===== src/rtl/pcpu_run_ctrl.sv =====
// Host-side run controller for the PCPU core: host command decode, memory
// preload/readback, CPU run sequencing, cycle counting and completion report.
module pcpu_run_ctrl #(
  parameter logic [4:0]  HALT_OP    = 5'b00001,
  parameter logic [15:0] MAX_CYCLES = 16'hFFFF
) (
  input  logic        clock,
  input  logic        reset,
  input  logic        h_valid,
  output logic        h_ready,
  input  logic [1:0]  h_cmd,
  input  logic [7:0]  h_addr,
  input  logic [15:0] h_wdata,
  output logic        rsp_valid,
  output logic [15:0] rsp_data,
  output logic [1:0]  rsp_status,
  output logic        cpu_reset,
  output logic        cpu_enable,
  output logic        cpu_start,
  input  logic [15:0] cpu_wb_ir,
  input  logic [7:0]  cpu_i_addr,
  input  logic [7:0]  cpu_d_addr,
  input  logic        cpu_d_we,
  input  logic [15:0] cpu_d_dataout,
  output logic [7:0]  im_addr,
  output logic        im_we,
  output logic [15:0] im_wdata,
  output logic [7:0]  dm_addr,
  output logic        dm_we,
  output logic [15:0] dm_wdata,
  input  logic [15:0] dm_rdata
);

  typedef enum logic [2:0] {
    S_IDLE  = 3'd0,
    S_WRITE = 3'd1,
    S_READ  = 3'd2,
    S_RST   = 3'd3,
    S_START = 3'd4,
    S_RUN   = 3'd5,
    S_DONE  = 3'd6
  } state_t;

  localparam logic [1:0] ST_OK      = 2'd0;
  localparam logic [1:0] ST_HALT    = 2'd1;
  localparam logic [1:0] ST_TIMEOUT = 2'd2;

  state_t      state_r, state_s;
  logic        h_ready_r, h_ready_s;
  logic        rsp_valid_r, rsp_valid_s;
  logic [15:0] rsp_data_r, rsp_data_s;
  logic [1:0]  rsp_status_r, rsp_status_s;
  logic        cpu_reset_r, cpu_reset_s;
  logic        cpu_enable_r, cpu_enable_s;
  logic        cpu_start_r, cpu_start_s;
  logic        im_we_r, im_we_s;
  logic        dm_we_r, dm_we_s;
  logic [7:0]  cmd_addr_r, cmd_addr_s;
  logic [15:0] cmd_wdata_r, cmd_wdata_s;
  logic [15:0] cnt_r, cnt_s;
  logic        run_mux_r, run_mux_s;
  logic        halt_s;

  assign halt_s = (cpu_wb_ir[15:11] == HALT_OP);

  // Next-state and next-output decode; every output register is loaded from here.
  always_comb begin
    state_s      = state_r;
    rsp_valid_s  = 1'b0;
    rsp_data_s   = rsp_data_r;
    rsp_status_s = rsp_status_r;
    cpu_reset_s  = 1'b0;
    cpu_start_s  = 1'b0;
    im_we_s      = 1'b0;
    dm_we_s      = 1'b0;
    cmd_addr_s   = cmd_addr_r;
    cmd_wdata_s  = cmd_wdata_r;
    cnt_s        = cnt_r;
    case (state_r)
      S_IDLE: begin
        if (h_valid) begin
          cmd_addr_s  = h_addr;
          cmd_wdata_s = h_wdata;
          case (h_cmd)
            2'd0, 2'd1: begin
              // Write strobe and its OK response share the single WRITE cycle.
              state_s      = S_WRITE;
              im_we_s      = (h_cmd == 2'd0);
              dm_we_s      = (h_cmd == 2'd1);
              rsp_valid_s  = 1'b1;
              rsp_data_s   = 16'd0;
              rsp_status_s = ST_OK;
            end
            2'd2: begin
              state_s = S_READ;
            end
            2'd3: begin
              state_s     = S_RST;
              cpu_reset_s = 1'b1;
              cnt_s       = 16'd0;
            end
            default: begin
              state_s = S_IDLE;
            end
          endcase
        end else begin
          state_s = S_IDLE;
        end
      end
      S_WRITE: begin
        state_s = S_IDLE;
      end
      S_READ: begin
        state_s      = S_DONE;
        rsp_valid_s  = 1'b1;
        rsp_data_s   = dm_rdata;
        rsp_status_s = ST_OK;
      end
      S_RST: begin
        state_s     = S_START;
        cpu_start_s = 1'b1;
        cnt_s       = 16'd1;
      end
      S_START, S_RUN: begin
        // The counter already includes the current enabled cycle; HALT wins over timeout.
        if (halt_s) begin
          state_s      = S_DONE;
          rsp_valid_s  = 1'b1;
          rsp_data_s   = cnt_r;
          rsp_status_s = ST_HALT;
        end else if (cnt_r == MAX_CYCLES) begin
          state_s      = S_DONE;
          rsp_valid_s  = 1'b1;
          rsp_data_s   = cnt_r;
          rsp_status_s = ST_TIMEOUT;
        end else begin
          state_s = S_RUN;
          cnt_s   = (cnt_r == 16'hFFFF) ? cnt_r : (cnt_r + 16'd1);
        end
      end
      S_DONE: begin
        state_s = S_IDLE;
      end
      default: begin
        state_s = S_IDLE;
      end
    endcase
    h_ready_s    = (state_s == S_IDLE);
    cpu_enable_s = (state_s == S_START) || (state_s == S_RUN);
    run_mux_s    = cpu_enable_s;
  end

  // State and registered-output update with asynchronous reset.
  always_ff @(posedge clock or posedge reset) begin
    if (reset) begin
      state_r      <= S_IDLE;
      h_ready_r    <= 1'b1;
      rsp_valid_r  <= 1'b0;
      rsp_data_r   <= 16'd0;
      rsp_status_r <= 2'd0;
      cpu_reset_r  <= 1'b0;
      cpu_enable_r <= 1'b0;
      cpu_start_r  <= 1'b0;
      im_we_r      <= 1'b0;
      dm_we_r      <= 1'b0;
      cmd_addr_r   <= 8'd0;
      cmd_wdata_r  <= 16'd0;
      cnt_r        <= 16'd0;
      run_mux_r    <= 1'b0;
    end else begin
      state_r      <= state_s;
      h_ready_r    <= h_ready_s;
      rsp_valid_r  <= rsp_valid_s;
      rsp_data_r   <= rsp_data_s;
      rsp_status_r <= rsp_status_s;
      cpu_reset_r  <= cpu_reset_s;
      cpu_enable_r <= cpu_enable_s;
      cpu_start_r  <= cpu_start_s;
      im_we_r      <= im_we_s;
      dm_we_r      <= dm_we_s;
      cmd_addr_r   <= cmd_addr_s;
      cmd_wdata_r  <= cmd_wdata_s;
      cnt_r        <= cnt_s;
      run_mux_r    <= run_mux_s;
    end
  end

  assign h_ready    = h_ready_r;
  assign rsp_valid  = rsp_valid_r;
  assign rsp_data   = rsp_data_r;
  assign rsp_status = rsp_status_r;
  assign cpu_reset  = cpu_reset_r;
  assign cpu_enable = cpu_enable_r;
  assign cpu_start  = cpu_start_r;

  // While the core runs it owns the memory ports; otherwise the command register does.
  assign im_addr  = run_mux_r ? cpu_i_addr    : cmd_addr_r;
  assign im_we    = im_we_r;
  assign im_wdata = cmd_wdata_r;
  assign dm_addr  = run_mux_r ? cpu_d_addr    : cmd_addr_r;
  assign dm_we    = run_mux_r ? cpu_d_we      : dm_we_r;
  assign dm_wdata = run_mux_r ? cpu_d_dataout : cmd_wdata_r;

endmodule

===== config.mk =====
export PLATFORM = sky130hd
export DESIGN_NAME = pcpu_run_ctrl
export DESIGN_NICKNAME = d
export VERILOG_FILES = /design/src/rtl/pcpu_run_ctrl.sv
export SDC_FILE = /design/constraint.sdc
export NUM_CORES = 1
export LEC_CHECK = 0
export ABC_AREA = 1
export CELL_PAD_IN_SITES_DETAIL_PLACEMENT = 1
export CELL_PAD_IN_SITES_GLOBAL_PLACEMENT = 1
export CORE_MARGIN = 5
export CORE_UTILIZATION = 31
export DETAILED_ROUTE_END_ITERATION = 6
export GPL_ROUTABILITY_DRIVEN = 0
export PLACE_DENSITY = 0.94
export SLEW_MARGIN = 15
export SYNTH_ARGS = -nofsm -noshare
export SYNTH_HDL_FRONTEND = slang
export SYNTH_SLANG_ARGS = --single-unit

===== constraint.sdc =====
create_clock -name clock -period 4 [get_ports clock]
set_input_delay 1.2 -clock clock [delete_from_list [all_inputs] [get_ports clock]]
set_output_delay 1.2 -clock clock [all_outputs]
set_load 0.005 [all_outputs]

==> key figures, run 1 <==
Status
  • Status: completed

Routing
  • Initial drt markers: 179
  • Met3 WL: 678 um
  • Met2 wire length: 7074 um
  • M1 WL: 5167 um
  • Pre-antenna DRT Iters: 4
  • DR vias: 3,920
  • Routed Antenna Nets: 0
  • Vias per cell: 4.857
  • Drc violations: 0
  • Top sig layer: met4
  • Post-Route WL: 13,160 um
  • Wire per inst: 16.31 um

Yosys
  • Mapped cell area: 0.003724 mm^2
  • Post-synth cell types: 28
  • Most numerous cell in the Yosys netlist: nand2_1
  • Largest family of logic cells by synthesized area: simple AND/OR/NAND/NOR gates
  • Mux contribution to synthesized area: 0%
  • Seq/Total Area, Yosys: 45.73%
  • Mean Syn Cell Area: 7.417 um^2
  • Cell taking the most area after synthesis: dfrtp_1
  • Post-synthesis compound-gate area fraction: 13.94%
  • Top post-synthesis cells by area: dfrtp_1, nand2_1, o21ai_0, inv_1, o21ai_2
  • Post-Syn Instances: 502
  • Post-synth top cells: nand2_1, dfrtp_1, inv_1, o21ai_0, nor2_1
  • Yosys warnings: 0
  • Synth Flop Type: dfrtp_1
  • Asr flop ratio synth: 100.0%
  • Mapped Nets: 597
  • Post-synth EDFFs: 0
  • Yosys top cell area share: 45.03%
  • Post-Synth Adder-Cell Area: 0.3360%
  • Synthesized flop and latch total: 68
  • Xor-xnor portion of the synthesized cell area: 0%
  • Simple-Gate Fraction of Synth Area: 30.65%

STA
  • Post-Route Skew: 0.009400 ns
  • Final setup fails: 0
  • Final Max Tran Viols: 0
  • Fin crit period: 3.666 ns
  • Worst-Margin Slew: 0.6231 ns
  • Setup TNS: 0 ns
  • Fin crit share: 91.65%
  • Unrepaired setup endpoints after global routing: no
  • Slew margin rel.: 58.40%
  • Endpoints failing hold: 0
  • Max Freq: 0.2728 GHz

Floorplan
  • Core region area: 0.01191 mm^2
  • Full die area: 0.01430 mm^2
  • I/O pins: 167
  • Site Rows: 40
  • Die W: 119.6 um
  • Die height: 119.6 um
  • Initial Utilization: 31.26%

Clock tree
  • Clock Latency Late Sink: 0.33 ns
  • Root Driver: clkbuf_16
  • Hold buffer count at cts: 0
  • Clock sinks: 68
  • TritonCTS Buffers: 9
  • Setup bufs post-CTS: 0
  • CTS tree: yes
  • Clk slew on worst S/H paths: 0.06 ns
  • CTS Buffer Depth: 2
  • H-Tree Depth: 3
  • CTS resizes: 0

Global routing
  • First-pass GRT wire length: 21,140 um
  • Grt total ovfl: 0
  • Antenna violations before repair: 0
  • Gr usage total: 18.31%
  • Vias in the first global route: 4,164
  • Pin count of the biggest net entering global routing: 41

Worst setup path
  • Worst R2R Path Depth: 9
  • CP Max Fanout: 1
  • Required @ worst endpoint: 2.80 ns
  • CP Data Arrival Time: 2.47 ns
  • Startpoint types: input port
  • Worst r2r src: state_r[1]$_DFF_PP0_
  • Setup crit end: dm_wdata[13]
  • RR Endpoint: cnt_r[13]$_DFFE_PP0P_
  • CP endpoint kind: output port
  • Critical Path Source: cpu_d_dataout[13]
  • R2R Setup Slk: 1.92 ns
  • Critical path class: in2out

Cells and area
  • Layout area overhead: 51.48%
  • Filler cells: 1,454
  • Final core area utilization: 47.35%
  • Ant diodes: 0
  • Layout cells sized above 1: 9.697%
  • Fin nets: 750

Power
  • Share of power burned in the clock network: 20.4%
  • Pleak: 0.002498 uW
  • Internal power: 2208 uW
  • Power Density: 627.8 mW/mm^2
  • Peak VDD IR: 0.2699 mV
  • Switching Share: 37.63%
  • Switching Power: 1333 uW
  • Logic pwr share: 49.1%
  • Sequential share of power: 30.5%

Job
  • Max-Cap Viols: 0

Worst hold path
  • Hold Crit Class: reg2reg

Place
  • Port buffer count: 155
  • HPWL Detailed: 10,160 um
[state kept, by name, summed over array words and instances (netlist names), 2 cells and up]
name	count
rsp_data	16
cnt_r	16
state_r	3
im_wdata	16
rsp_status	2
cmd_addr_r	8
[layer usage]
layer	vias up	global-route usage, %
met1	1899	20.65
met5	-	0
met3	24	3.959
li1	1877	-
met4	0	6.371
met2	120	33.93
[worst max-delay path: stages]
cell and delay [ns]:
clkdlybuf4s50_1 0.46, nand2_1 0.06, o21ai_0 0.17, clkdlybuf4s50_1 0.57
[final cells by class]
| type | count | area [um^2] | share of cell area [%] |
|---|---|---|---|
| well taps | 147 | 183.9 | 3.261 |
| flip-flops and latches | 68 | 1704 | 30.21 |
| repair buffers | 160 | 1589 | 28.17 |
| multi-input cells | 356 | 1673 | 29.66 |
| inverters | 60 | 225.2 | 3.993 |
| clock buffers | 13 | 250.2 | 4.437 |
| clock inverters | 3 | 15.01 | 0.2662 |
[per-stage QoR]
| stage | power, uW | hold WS, ns | instances | worst slack [ns] | instance area [um^2] |
|---|---|---|---|---|---|
| after detailed placement | 2851 | 0.4598 | 791 | 0.3048 | 5374 |
| after global routing | 3781 | 0.5022 | 807 | 0.3016 | 5640 |
| after CTS | 3588 | 0.4743 | 807 | 0.02349 | 5639 |
| after floorplan | 1864 | 0.4422 | 502 | 1.090 | 3724 |
| final | 3541 | 0.4699 | 807 | 0.3340 | 5640 |
| after global placement | 2742 | 0.4554 | 791 | 0.3628 | 5374 |
[logic make-up after synthesis]
logic type | count (synthesis)
compound gates | 90
flops | 68
buf+inv | 78
simple gates | 265
fa+ha+maj | 1
[how the worst min path moves through the flow]
stage / cells after the start / end / slack (ns) / start
after floorplan: 2 / cmd_addr_r[0]$_DFFE_PP0P_ / 0.44 / cmd_addr_r[0]$_DFFE_PP0P_
after global placement: 2 / cmd_addr_r[2]$_DFFE_PP0P_ / 0.46 / cmd_addr_r[2]$_DFFE_PP0P_
after detailed placement: 2 / cmd_addr_r[2]$_DFFE_PP0P_ / 0.46 / cmd_addr_r[2]$_DFFE_PP0P_
after CTS: 2 / cmd_addr_r[2]$_DFFE_PP0P_ / 0.47 / cmd_addr_r[2]$_DFFE_PP0P_
after global routing: 2 / cmd_addr_r[7]$_DFFE_PP0P_ / 0.50 / cmd_addr_r[7]$_DFFE_PP0P_
final: 2 / cmd_addr_r[2]$_DFFE_PP0P_ / 0.47 / cmd_addr_r[2]$_DFFE_PP0P_
[placed cells by master (no fill, tap or decap)]
| master | count |
|---|---|
| inv_1 | 53 |
| inv_2 | 4 |
| nor2_2 | 2 |
| o21ai_2 | 16 |
| clkbuf_1 | 3 |
| nand3_4 | 2 |
| a22o_1 | 2 |
| nand2_1 | 187 |
| nor2_1 | 31 |
| dfrtp_1 | 66 |
| buf_4 | 5 |
| ha_1 | 1 |
| clkinv_2 | 3 |
| clkdlybuf4s50_1 | 155 |
| nand2_2 | 14 |
| nor2_4 | 3 |
| clkbuf_8 | 1 |
| nor3_1 | 1 |
| dfrtp_2 | 1 |
| o21ai_0 | 51 |
| clkinv_1 | 3 |
| a21oi_1 | 6 |
| nand4_1 | 4 |
| o21ai_1 | 14 |
| nand3_1 | 18 |
| dfstp_2 | 1 |
| clkbuf_16 | 9 |
| o22ai_1 | 1 |
| nand2_4 | 3 |
[power groups by stage]
stage	Sequential [uW]	Combinational (uW)	Clock, uW
after floorplan	1040	828	0
after global placement	1070	1670	0
after detailed placement	1090	1760	0
after CTS	1080	1770	739
after global routing	1110	1900	769
final	1080	1740	722
Power figures use the tool's default switching activity.
==> inputs of run 2 (changes only) <==
--- a/config.mk
+++ b/config.mk
@@ -8,11 +8,11 @@
 export ABC_AREA = 1
 export CELL_PAD_IN_SITES_DETAIL_PLACEMENT = 1
 export CELL_PAD_IN_SITES_GLOBAL_PLACEMENT = 1
-export CORE_MARGIN = 5
+export CORE_MARGIN = 2
 export CORE_UTILIZATION = 31
 export DETAILED_ROUTE_END_ITERATION = 6
 export GPL_ROUTABILITY_DRIVEN = 0
-export PLACE_DENSITY = 0.94
+export PLACE_DENSITY_LB_ADDON = 0.1
 export SLEW_MARGIN = 15
 export SYNTH_ARGS = -nofsm -noshare
 export SYNTH_HDL_FRONTEND = slang
==> run 2 against run 1 <==
  * Combinational power about the same
  * Critical path type unchanged
  * Sequential power about the same
  * Cell area up 1.4%
  * Largest power group unchanged
  * Count of clock-buffer cells in the layout is 2 lower
==> key figures, run 2 (synthesized netlist as in run 1, its figures left out) <==
Place
  • Pre-CTS setup slack: 0.4234 ns (was 0.3048 ns)
  • Port buffer count: 155 (unchanged)
  • HPWL Detailed: 9129 um (was 10,160 um)

STA
  • Max Freq: 0.2797 GHz (was 0.2728 GHz)
  • Fin crit period: 3.576 ns (was 3.666 ns)
  • Unrepaired setup endpoints after global routing: no (unchanged)
  • Final setup fails: 0 (unchanged)
  • Final worst setup slack: 0.4243 ns (was 0.3340 ns)
  • Post-Route Skew: 0.005635 ns (was 0.009400 ns)
  • Final Max Tran Viols: 0 (unchanged)
  • Endpoints failing hold: 0 (unchanged)
  • Fin crit share: 89.39% (was 91.65%)
  • Slew margin rel.: 55.90% (was 58.40%)
  • Worst-Margin Slew: 0.6614 ns (was 0.6231 ns)
  • Setup TNS: 0 ns (unchanged)

Clock tree
  • CTS tree: yes (unchanged)
  • Clock Latency Late Sink: 0.33 ns (about the same)
  • CTS Buffer Depth: 2 (unchanged)
  • Root Driver: clkbuf_16 (unchanged)
  • Clock sinks: 68 (unchanged)
  • CTS resizes: 0 (unchanged)
  • H-Tree Depth: 3 (unchanged)
  • Setup bufs post-CTS: 0 (unchanged)
  • TritonCTS Buffers: 9 (unchanged)
  • Clk slew on worst S/H paths: 0.05 ns (was 0.06 ns)
  • Hold buffer count at cts: 0 (unchanged)

Worst setup path
  • CP endpoint kind: output port (unchanged)
  • CP Data Arrival Time: 2.38 ns (was 2.47 ns)
  • Required @ worst endpoint: 2.80 ns (about the same)
  • RR Endpoint: rsp_data[7]$_DFFE_PP0P_ (was cnt_r[13]$_DFFE_PP0P_)
  • Worst r2r src: cnt_r[0]$_DFFE_PP0P_ (was state_r[1]$_DFF_PP0_)
  • CP Max Fanout: 1 (unchanged)
  • Critical path class: in2out (unchanged)
  • Startpoint types: input port (unchanged)
  • Worst R2R Path Depth: 9 (unchanged)
  • R2R Setup Slk: 1.95 ns (was 1.92 ns)

Cells and area
  • Layout area overhead: 53.60% (was 51.48%)
  • Fin nets: 750 (unchanged)
  • Ant diodes: 0 (unchanged)
  • Layout cells sized above 1: 9.697% (unchanged)
  • Most frequent cells in the layout: nand2_1, clkdlybuf4s50_1, dfrtp_1, inv_1, o21ai_0 (unchanged)
  • Commonest non-fill, non-tap cell in the layout: nand2_1 (unchanged)

Global routing
  • Pin count of the biggest net entering global routing: 43 (was 41)
  • First-pass GRT wire length: 19,770 um (was 21,140 um)
  • Vias in the first global route: 3,861 (was 4,164)
  • Antenna violations before repair: 0 (unchanged)
  • Gr usage total: 19.28% (was 18.31%)
  • Grt total ovfl: 0 (unchanged)

Routing
  • Top sig layer: met4 (unchanged)
  • Routed Antenna Nets: 0 (unchanged)
  • M1 WL: 5580 um (was 5167 um)
  • DR vias: 3,799 (was 3,920)
  • Vias per cell: 4.708 (was 4.857)
  • Pre-antenna DRT Iters: 4 (unchanged)
  • Wire per inst: 15.05 um (was 16.31 um)
  • Drc violations: 0 (unchanged)
  • Met2 wire length: 5748 um (was 7074 um)
  • Initial drt markers: 136 (was 179)
  • Post-Route WL: 12,150 um (was 13,160 um)
  • Met3 WL: 605 um (was 678 um)

Worst hold path
  • Worst hold stages: 2 (unchanged)
  • Hold EP: cmd_addr_r[3]$_DFFE_PP0P_ (was cmd_addr_r[2]$_DFFE_PP0P_)
  • Hold Path Origin: cmd_addr_r[3]$_DFFE_PP0P_ (was cmd_addr_r[2]$_DFFE_PP0P_)
  • Hold Crit Class: reg2reg (unchanged)

Floorplan
  • Full die area: 0.01290 mm^2 (was 0.01430 mm^2)
  • Initial Utilization: 31.39% (was 31.26%)
  • Site Rows: 40 (unchanged)
  • Core region area: 0.01186 mm^2 (was 0.01191 mm^2)
  • I/O pins: 167 (unchanged)
  • Die height: 113.6 um (was 119.6 um)
  • Die W: 113.6 um (was 119.6 um)

Power
  • Power Density: 640.8 mW/mm^2 (was 627.8 mW/mm^2)
  • Pleak: 0.002535 uW (was 0.002498 uW)
  • Peak VDD IR: 0.2394 mV (was 0.2699 mV)

Job
  • Max-Cap Viols: 0 (unchanged)

Status
  • Status: completed (unchanged)
[run 2: where the power goes]
group	switching (uW)	total, uW	internal, uW
combinational	833	1710	875
clock	294	901	607
sequential	152	1060	904
total	1280	3670	2390
[run 2: area by class of cell]
type / instances / area, um^2
Fill cell: 1487 / 6142
Sequential cell: 68 / 1703
Multi-Input combinational cell: 356 / 1673
Timing Repair Buffer: 160 / 1602
Clock buffer: 11 / 232.7
Inverter: 60 / 225.2
Tap cell: 147 / 183.9
Clock inverter: 5 / 100.1
[run 2: worst max-delay path by stage]
stage / depth (start not counted) / endpoint / slack, ns / from
final: 4 / dm_wdata[8] / 0.42 / cpu_d_dataout[8]
after global placement: 4 / dm_wdata[6] / 0.44 / cpu_d_dataout[6]
after detailed placement: 4 / dm_wdata[8] / 0.42 / cpu_d_dataout[8]
after global routing: 4 / im_addr[2] / 0.31 / run_mux_r$_DFF_PP0_
after CTS: 4 / dm_wdata[8] / 0.42 / cpu_d_dataout[8]
after floorplan: 1 / cmd_addr_r[0]$_DFFE_PP0P_ / 1.09 / reset
[run 2: critical path: stages]
cell and delay (ns):
clkdlybuf4s50_1 0.46, nand2_1 0.06, o21ai_0 0.11, clkdlybuf4s50_1 0.55
[run 2: layer usage]
metal,vias up,global-route usage [%]
met4,0,6.748
li1,1871,-
met3,14,3.188
met5,-,0
met1,1801,25.99
met2,113,31.54
[run 2: per-stage QoR]
step / power, uW / instance area [um^2] / std cells / util (%) / hold slack (ns)
finish: 3665 / 5719 / 807 / 48.22 / 0.4732
global placement: 2756 / 5386 / 791 / 45.41 / 0.4543
CTS: 3718 / 5719 / 807 / 48.22 / 0.4791
global route: 3937 / 5719 / 807 / 48.22 / 0.4952
floorplan: 1864 / 3724 / 502 / - / 0.4422
detailed placement: 2795 / 5386 / 791 / 45.41 / 0.4677
==> inputs of run 3 (changes only) <==
--- a/config.mk
+++ b/config.mk
@@ -6,6 +6,7 @@
 export NUM_CORES = 1
 export LEC_CHECK = 0
 export ABC_AREA = 1
+export CAP_MARGIN = 20
 export CELL_PAD_IN_SITES_DETAIL_PLACEMENT = 1
 export CELL_PAD_IN_SITES_GLOBAL_PLACEMENT = 1
 export CORE_MARGIN = 2
==> results of run 3 <==
Same layout as run 2: the final DEF is identical, and so are final timing and power.
